<file path="src/rtl/cipher_fifo_pkg.sv">
// Shared defaults and helpers for the key-scrambled FIFO.
// The scramble XOR is applied identically on the write and read paths.
package cipher_fifo_pkg;

    localparam int DATA_W_DEF     = 32;
    localparam int DEPTH_DEF      = 48;
    // Widest word the scramble helper accepts; callers zero-extend into it.
    localparam int SCRAMBLE_MAX_W = 512;

    typedef logic [SCRAMBLE_MAX_W-1:0] scramble_word_t;

    function automatic int cnt_width(input int depth);
        return $clog2(depth + 1);
    endfunction

    function automatic scramble_word_t scramble(input scramble_word_t data,
                                                input scramble_word_t key);
        return data ^ key;
    endfunction

endpackage

</file>
<file path="src/rtl/cipher_fifo_ptr.sv">
// Wrap-around pointer over 0..DEPTH-1 with an increment enable.
// Increment is expected to already include the clock-enable qualification.
module cipher_fifo_ptr
    import cipher_fifo_pkg::*;
#(
    parameter int  DEPTH = DEPTH_DEF,
    localparam int PTR_W = (DEPTH > 1) ? $clog2(DEPTH) : 1
) (
    input  logic             clk,
    input  logic             rst,
    input  logic             inc,
    output logic [PTR_W-1:0] ptr
);

    logic [PTR_W-1:0] ptr_d;
    logic [PTR_W-1:0] ptr_q;

    always_comb begin
        // NOTE: assign the default first so no path leaves ptr_d unassigned (no latch).
        ptr_d = ptr_q;
        if (inc) begin
            ptr_d = (ptr_q == PTR_W'(DEPTH - 1)) ? '0 : ptr_q + PTR_W'(1);
        end
    end

    always_ff @(posedge clk or posedge rst) begin
        if (rst) begin
            ptr_q <= '0;
        end else begin
            // NOTE: non-blocking so every flop samples pre-edge values.
            ptr_q <= ptr_d;
        end
    end

    assign ptr = ptr_q;

endmodule

</file>
<file path="src/rtl/cipher_fifo.sv">
// Key-scrambled circular FIFO with registered status, almost-full level
// and sticky overflow/underflow flags; read data has one cycle of latency.
module cipher_fifo
    import cipher_fifo_pkg::*;
#(
    parameter int DATA_W   = DATA_W_DEF,
    parameter int DEPTH    = DEPTH_DEF,
    parameter int LAST_LVL = DEPTH - 1,
    parameter int CNT_W    = cnt_width(DEPTH)
) (
    input  logic              clk,
    input  logic              reset,
    input  logic              Cen,
    input  logic              wr_en,
    input  logic [DATA_W-1:0] Data_in,
    input  logic              rd_en,
    input  logic [DATA_W-1:0] Cipher_key,
    input  logic              clr_err,
    output logic [DATA_W-1:0] QUEUE_Data_Out,
    output logic              QUEUE_Data_Valid,
    output logic              QUEUE_Empty,
    output logic              QUEUE_Full,
    output logic              QUEUE_Last,
    output logic [CNT_W-1:0]  QUEUE_Count,
    output logic              QUEUE_Overflow,
    output logic              QUEUE_Underflow
);

    localparam int PTR_W = (DEPTH > 1) ? $clog2(DEPTH) : 1;

    logic [DATA_W-1:0] mem [DEPTH];

    logic [PTR_W-1:0]  wr_ptr;
    logic [PTR_W-1:0]  rd_ptr;
    logic              wr_acc;
    logic              rd_acc;

    logic [CNT_W-1:0]  count_d,    count_q;
    logic              empty_d,    empty_q;
    logic              full_d,     full_q;
    logic              last_d,     last_q;
    logic [DATA_W-1:0] data_out_d, data_out_q;
    logic              valid_d,    valid_q;
    logic              ovf_d,      ovf_q;
    logic              udf_d,      udf_q;

    // Accepts use the registered flags, so status never depends combinationally on requests.
    assign rd_acc = Cen & rd_en & ~empty_q;
    assign wr_acc = Cen & wr_en & (~full_q | rd_acc);

    cipher_fifo_ptr #(.DEPTH(DEPTH)) u_wr_ptr (
        .clk (clk),
        .rst (reset),
        .inc (wr_acc),
        .ptr (wr_ptr)
    );

    cipher_fifo_ptr #(.DEPTH(DEPTH)) u_rd_ptr (
        .clk (clk),
        .rst (reset),
        .inc (rd_acc),
        .ptr (rd_ptr)
    );

    always_comb begin
        count_d    = count_q;
        data_out_d = data_out_q;
        valid_d    = valid_q;
        ovf_d      = ovf_q;
        udf_d      = udf_q;

        if (Cen) begin
            unique case ({wr_acc, rd_acc})
                2'b10:   count_d = count_q + CNT_W'(1);
                2'b01:   count_d = count_q - CNT_W'(1);
                default: count_d = count_q;
            endcase

            valid_d = rd_acc;
            if (rd_acc) begin
                data_out_d = DATA_W'(scramble(SCRAMBLE_MAX_W'(mem[rd_ptr]),
                                              SCRAMBLE_MAX_W'(Cipher_key)));
            end

            // A new error on the same edge as clr_err leaves the flag set.
            ovf_d = (wr_en & ~wr_acc) | (ovf_q & ~clr_err);
            udf_d = (rd_en & ~rd_acc) | (udf_q & ~clr_err);
        end

        empty_d = (count_d == '0);
        full_d  = (count_d == CNT_W'(DEPTH));
        last_d  = (count_d >= CNT_W'(LAST_LVL)) && !full_d;
    end

    // NOTE: storage has no reset; after reset the pointers make old words unreachable.
    always_ff @(posedge clk) begin
        if (wr_acc) begin
            mem[wr_ptr] <= DATA_W'(scramble(SCRAMBLE_MAX_W'(Data_in),
                                            SCRAMBLE_MAX_W'(Cipher_key)));
        end
    end

    always_ff @(posedge clk or posedge reset) begin
        if (reset) begin
            count_q    <= '0;
            empty_q    <= 1'b1;
            full_q     <= 1'b0;
            last_q     <= 1'b0;
            data_out_q <= '0;
            valid_q    <= 1'b0;
            ovf_q      <= 1'b0;
            udf_q      <= 1'b0;
        end else begin
            count_q    <= count_d;
            empty_q    <= empty_d;
            full_q     <= full_d;
            last_q     <= last_d;
            data_out_q <= data_out_d;
            valid_q    <= valid_d;
            ovf_q      <= ovf_d;
            udf_q      <= udf_d;
        end
    end

    assign QUEUE_Data_Out   = data_out_q;
    assign QUEUE_Data_Valid = valid_q;
    assign QUEUE_Empty      = empty_q;
    assign QUEUE_Full       = full_q;
    assign QUEUE_Last       = last_q;
    assign QUEUE_Count      = count_q;
    assign QUEUE_Overflow   = ovf_q;
    assign QUEUE_Underflow  = udf_q;

endmodule

</file>
<file path="config.mk">
export PLATFORM = sky130hd
export DESIGN_NAME = cipher_fifo
export DESIGN_NICKNAME = d
export VERILOG_FILES = /design/src/rtl/cipher_fifo_pkg.sv /design/src/rtl/cipher_fifo_ptr.sv /design/src/rtl/cipher_fifo.sv
export SDC_FILE = /design/constraint.sdc
export NUM_CORES = 2
export LEC_CHECK = 0
export CAP_MARGIN = 10
export CORE_MARGIN = 8
export CORE_UTILIZATION = 55
export DETAILED_ROUTE_END_ITERATION = 10
export GPL_ROUTABILITY_DRIVEN = 1
export PLACE_DENSITY = 0.77
export SETUP_SLACK_MARGIN = 0.02
export SYNTH_ARGS = -nofsm -noshare
export SYNTH_HDL_FRONTEND = slang
export SYNTH_SLANG_ARGS = --single-unit
</file>
<file path="constraint.sdc">
create_clock -name clk -period 4.12 [get_ports clk]
set_input_delay 0.824 -clock clk [delete_from_list [all_inputs] [get_ports clk]]
set_output_delay 0.824 -clock clk [all_outputs]
set_load 0.005 [all_outputs]
</file>
**After elaboration in Yosys (flattened, before gate mapping)**

Memory sizes are Yosys's and may differ from the RTL's.
Cells that the tools add are included.

- Bits in read-only memories: 0
- Flip-flop bits (word level): 56
- Output and inout port bits: 44
- Bits in latches: 0
- Logic and storage cells: 49
- Bits in writable memories: 1536
- Memories: 1

- $add $sub $neg: 4
- Shifts and indexed selects: 0
- Divide/modulo/power cells: 0
- Mux-type cells: 6
- Bitwise logic cells: 18
- Equal/unequal tests: 5
- Order comparisons: 1
- $mul: 0
- Reductions and logical operators: 4

Memories:

| memory | depth | width | read ports | clocked after Yosys merged registers in | wr ports | line | RTL |
|---|---|---|---|---|---|---|---|
| mem | 48 | 32 | 1 | 0 | 1 | cipher_fifo.sv:31 | `logic [DATA_W-1:0] mem [DEPTH];` |

Operators with widths:

| kind | number |
|---|---|
| bitwise XOR 32 bit | 2 |
| adder 6 x 1 -> 6 bit (second input constant) | 3 |
| equality test 6 bit (second input constant) | 3 |
| two-way mux 6 bit | 3 |
| case mux 6 bit (2 select lines) | 1 |
| AND 1 bit | 8 |
| >= comparator 6 bit (second input constant) | 1 |
| logical NOT 6 bit | 1 |
| subtractor 6 x 1 -> 6 bit (second input constant) | 1 |
| inverter 1 bit | 5 |
| bitwise OR 1 bit | 3 |
| equality test 2 x 1 -> 1 bit (second input constant) | 1 |
| equality test 2 bit (second input constant) | 1 |
| two-way mux 1 bit | 2 |
| AND reduction 2 bit | 1 |
| logical AND 1 bit | 1 |
| logical NOT 1 bit | 1 |

**Depth between registers and ports, before layout**

- Depth in word-level cells: 10
- Mapped depth: 14
- Depth with buffers taken out: 12

**By module**

A second synthesis with hierarchy kept.

- Cell total of the unflattened synthesis: 2649
- Area total of the unflattened synthesis: 61308.8 µm²

Modules (own cells, without submodules):

| module | cells an instance | area each (µm²) | sequential area each (µm²) | instances |
|---|---|---|---|---|
| cipher_fifo | 2593 | 60720.7 | 47226.5 | 1 |
| cipher_fifo_ptr | 28 | 294.0 | 150.1 | 2 |

**Worst setup path after synthesis**

No wires, ideal clock.

- Path type: input-to-reg
- Start: input port Cen
- End: register full_q, in the netlist QUEUE_Full
- Library setup time: 88 ps
- Setup slack: 458 ps
- Buffers on the path: 2
- Stages: 14
- Required time: 4032 ps
- Arrival time: 3573 ps
- Cell sequence: nand2_1 -> or2_2 -> inv_1 -> clkbuf_1 -> ha_1 -> clkbuf_1 -> xor2_1 -> ha_1 -> a21oi_1 -> xor2_1 -> or3b_2 -> o32ai_1 -> nand2b_1 -> nor3b_1

- Cells in the longest elaborated chain, start to end: 8

Ends and longest elaborated chain:

| what | line | RTL |
|---|---|---|
| start, declared | cipher_fifo.sv:13 | `input logic Cen,` |
| AND 1 bit (*) (2 in a row) | cipher_fifo.sv:48 | `assign rd_acc = Cen & rd_en & ~empty_q;` |
| net rd_acc | cipher_fifo.sv:36 | `logic rd_acc;` |
| bitwise OR 1 bit | cipher_fifo.sv:49 | `assign wr_acc = Cen & wr_en & (~full_q \| rd_acc);` |
| AND 1 bit | cipher_fifo.sv:49 |  |
| equality test 2 x 1 -> 1 bit / equality test 2 bit (equally long branches) | cipher_fifo.sv:73 | `unique case ({wr_acc, rd_acc})` |
| case mux 6 bit (2 select lines) (*) | cipher_fifo.sv:73 |  |
| two-way mux 6 bit (*) | cipher_fifo.sv:72 | `if (Cen) begin` |
| equality test 6 bit (*) | cipher_fifo.sv:91 | `full_d = (count_d == CNT_W'(DEPTH));` |
| net full_d | cipher_fifo.sv:40 | `logic full_d, full_q;` |
| end signal, assigned | cipher_fifo.sv:116 | `full_q <= full_d;` |
| end, declared | cipher_fifo.sv:40 |  |

The timed path passes the listed nets; every way through them passes the cells marked *.
A chain may end at the register's enable or synchronous reset.

**Worst setup path after layout**

- Start: register u_rd_ptr.ptr_q[0], in the netlist u_rd_ptr.ptr[0]
- End: register data_out_q[17], in the netlist QUEUE_Data_Out[17]

- Cells in the longest elaborated chain, start to end: 2

Ends and longest elaborated chain:

| what | line | RTL |
|---|---|---|
| start, declared | cipher_fifo_ptr.sv:16 | `logic [PTR_W-1:0] ptr_q;` |
| start signal, assigned | cipher_fifo_ptr.sv:31 | `ptr_q <= ptr_d;` |
| memory (48 x 32 bit) | -- |  |
| bitwise XOR 32 bit | cipher_fifo_pkg.sv:18 | `return data ^ key;` |
| end signal, assigned | cipher_fifo.sv:118 | `data_out_q <= data_out_d;` |
| end, declared | cipher_fifo.sv:42 | `logic [DATA_W-1:0] data_out_d, data_out_q;` |

Every way passes these cells.

==> reports/results.md <==
- **number of buffers inserted by hold repair at cts** 0
- **number of core rows** 124
- **die height** 353.8 um
- **remaining max-slew budget at the tightest pin** 22.26%
- **count of buffers inserted at the top-level ports** 113
- **Overall Power** 45.02 mW
- **synthesized area per cell** 20.04 sq um
- **Clock Path Buffers** 3
- **clock input transition at the sequential cells of the worst setup and hold paths** 60 ps
- **clock latency on the worst-skew pair** 760 ps
- **mean number of vias per cell** 6.479
- **number of global-route vias before repair** 33.34k
- **critical path endpoint category** flop
- **master cell of the clock root buffer** sky130_fd_sc_hd__clkbuf_16
- **number of enable flip-flop cells after synthesis** 1,536
- **number of buffers created by CTS** 152
- **Chip Width** 353.8 um
- **pin count of the biggest net entering global routing** 83
- **Final Core Density** 63.95%
- **peak ir drop on the vdd network** 0.0004769 V
- **H-tree levels** 4
- **Period minus WS final** 3698 ps
- **Yosys cell types** 64
- **worst slack at placement** 217.1 ps
- **Placed Cells** 4,751
- **standard cell with the maximum stage delay on the critical path** sky130_fd_sc_hd__dfrtp_4
- **register bit total from synthesis** 1,592
- **WP data required** 4760 ps
- **Detail Placement HPWL** 87.00 mm
- **non-filler instance count after layout** 5,027
- **total iterations of the first detailed-routing run** 5
- **placer congestion estimate** 0.8174
- **Setup Fix Bufs, Post-CTS** 0
- **Final Cell Area** 72,730 sq um
- **post-detailed-route DRC marker count** 0
- **kind of cell adding the most delay to the critical path** compound AO/OA/AOI/OAI gates
- **number of nets in the synthesized netlist** 3,206
- **Starting Density** 55.19%
- **type of the most critical hold path** flop to flop
- **Std-Cell Core Area** 113,700 sq um
- **upper clock frequency limit** 270.5 MHz
- **critical-path maximum fanout** 25
- **transition time at the pin with the least slew margin** 1164 ps
- **total die area** 125,200 sq um
- **combined flip-flop and latch cell area** 47,540 sq um
- **cell type with the highest aggregate area in the netlist** sky130_fd_sc_hd__edfxtp_1
- **final period utilization** 89.75%
- **detail-routed net length per standard cell** 30.09 um
- **# IOs** 114
- **final-layout worst hold slack** 474.3 ps
- **post-synth top area share** 73.49%
- **Clock Skew** 28.28 ps
- **Remaining Overflow, GRT** 0
- **fraction of registers with async set or reset after synthesis** 3.518%
- **TritonCTS clock tree** yes
- **antenna-violating nets left** 0
- **delay of the slowest cell on the worst path** 840 ps
- **Critical Path Start Type** flop
- **most frequent cells after synthesis** sky130_fd_sc_hd__edfxtp_1, sky130_fd_sc_hd__mux4_2, sky130_fd_sc_hd__mux2_2, sky130_fd_sc_hd__nor2_1, sky130_fd_sc_hd__mux2i_1
- **buffer and inverter count on the worst path** 1
- **Main synth FF type** sky130_fd_sc_hd__edfxtp_1
- **library cell with the highest instance count after synthesis** sky130_fd_sc_hd__edfxtp_1
- **sequential cell area fraction in the yosys report** 75.73%
- **multi-input gate area in the final layout** 15,160 sq um
- **wire length of the first global-routing pass** 220.9 mm
- **accumulated negative setup slack** 0 ps
- **combined area of all synthesized cells** 62,760 sq um
- **DR iter-0 viols** 4,057
- **Yosys warning count** 0
- **number of instances in the synthesized netlist** 3,131
- **final net count** 3,469
- **power density of the placed cells** 619.0 nW/um^2
- **setup repair after global routing missed its margin** no
- **crit path DAT** 4340 ps
- **Worst Setup Path Type** flop to flop
- **Slew Limit Fails** 0
- **leakage** 23.08 nW
- **growth of design area from synthesis to finish** 15.88%
- **share of cells above drive strength 1** 27.24%
- **via count** 32.57k
- **fillers** 7,165
- **Hold Violations, Final** 0
- **outcome** finished, final reports clean
- **worst-path cell chain** buf_12, mux4_2, mux2_2, a221oi_1, or3_1, a21boi_0, o31ai_1
- **MaxCap Viol Count** 0
- **Post-Place Cell Area** 67,780 sq um
- **clk sink count** 1,592
- **final critical-path setup slack** 422.5 ps
- **total routed wirelength** 151.2 mm
- **top cells by area in the synthesized netlist** sky130_fd_sc_hd__edfxtp_1, sky130_fd_sc_hd__mux4_2, sky130_fd_sc_hd__mux2_2
- **initial antenna violation count** 4
- **CTS resizes** 0
- **total of endpoints with negative setup slack in the final report** 0
- **Global Route Usage Sum** 23.82%
-- sequential cells by signal (all words and copies together) (netlist names) --
register and cells:
QUEUE_Last 1, QUEUE_Count 6, QUEUE_Data_Out 32, u_wr_ptr.ptr 6
QUEUE_Underflow 1, QUEUE_Overflow 1, QUEUE_Empty 1, QUEUE_Full 1
u_rd_ptr.ptr 6, QUEUE_Data_Valid 1, mem 1536
-- kinds of logic (layout without fill, tap and decap cells) --
kind of cell	Yosys count	after routing	share of synthesized area, %
flops	1592	1592	75.73
mux	573	573	14.73
other cells	0	2	0
fa+ha+maj	5	5	0.09968
buf+inv	193	575	1.635
compound gates	319	319	4.051
simple gates	408	408	3.180
xor+xnor	41	41	0.5722
-- worst min-delay path, cell delays in order, from the launching register on --
cell,delay [ps]
sky130_fd_sc_hd__dfrtp_1,340
sky130_fd_sc_hd__nand2_1,50
sky130_fd_sc_hd__o31ai_1,50
-- layer usage --
layer,track usage [%],up-vias,part of all wire (%)
li1,-,13500,-
met1,31.34,16840,37
met2,38.04,1903,48
met3,7.192,317,12
met4,8.228,6,3.2
met5,0.4614,-,0.069
-- final timing paths --
path                                    startpoint                  to  slack (ps)  cells after the start
worst min register to register  QUEUE_Data_Out[11]  QUEUE_Data_Out[11]         470                      2
min in group asynchronous                    reset  QUEUE_Data_Out[18]         550                      2
worst min-delay path            QUEUE_Data_Out[11]  QUEUE_Data_Out[11]         470                      2
worst max-delay path               u_rd_ptr.ptr[0]  QUEUE_Data_Out[17]         420                      7
max in group asynchronous                    reset         QUEUE_Empty        2750                      3
worst max register to register     u_rd_ptr.ptr[0]  QUEUE_Data_Out[17]         420                      7
-- where the power goes --
| group | total [mW] | internal, mW | switching (mW) |
|---|---|---|---|
| Clock | 13.9 | 8.05 | 5.86 |
| Sequential | 19.2 | 18.5 | 0.626 |
| Combinational | 12.0 | 5.07 | 6.89 |
| Total | 45.0 | 31.6 | 13.4 |
-- area by class of cell --
type                    instances  area share, %
clock buffers                 199          5.660
multi-input cells            1346          20.84
well taps                    1512          2.601
inverters                      11        0.05849
repair buffers                291          4.356
flip-flops and latches       1592          65.37
diodes                          2       0.006882
clock inverters                74          1.106
-- placed cells by master (no fill, tap or decap), types with 50 or more instances in the layout --
| cell | n |
|---|---|
| sky130_fd_sc_hd__nand2_1 | 74 |
| sky130_fd_sc_hd__edfxtp_1 | 1536 |
| sky130_fd_sc_hd__mux2_2 | 215 |
| sky130_fd_sc_hd__nor3_1 | 52 |
| sky130_fd_sc_hd__o22ai_1 | 65 |
| sky130_fd_sc_hd__clkbuf_16 | 157 |
| sky130_fd_sc_hd__mux2i_1 | 101 |
| sky130_fd_sc_hd__dfrtp_1 | 50 |
| sky130_fd_sc_hd__buf_4 | 122 |
| sky130_fd_sc_hd__buf_12 | 56 |
| sky130_fd_sc_hd__clkdlybuf4s50_1 | 113 |
| sky130_fd_sc_hd__mux4_2 | 247 |
| sky130_fd_sc_hd__nor2_1 | 104 |
No activity file was read; power rests on OpenSTA's default activity.
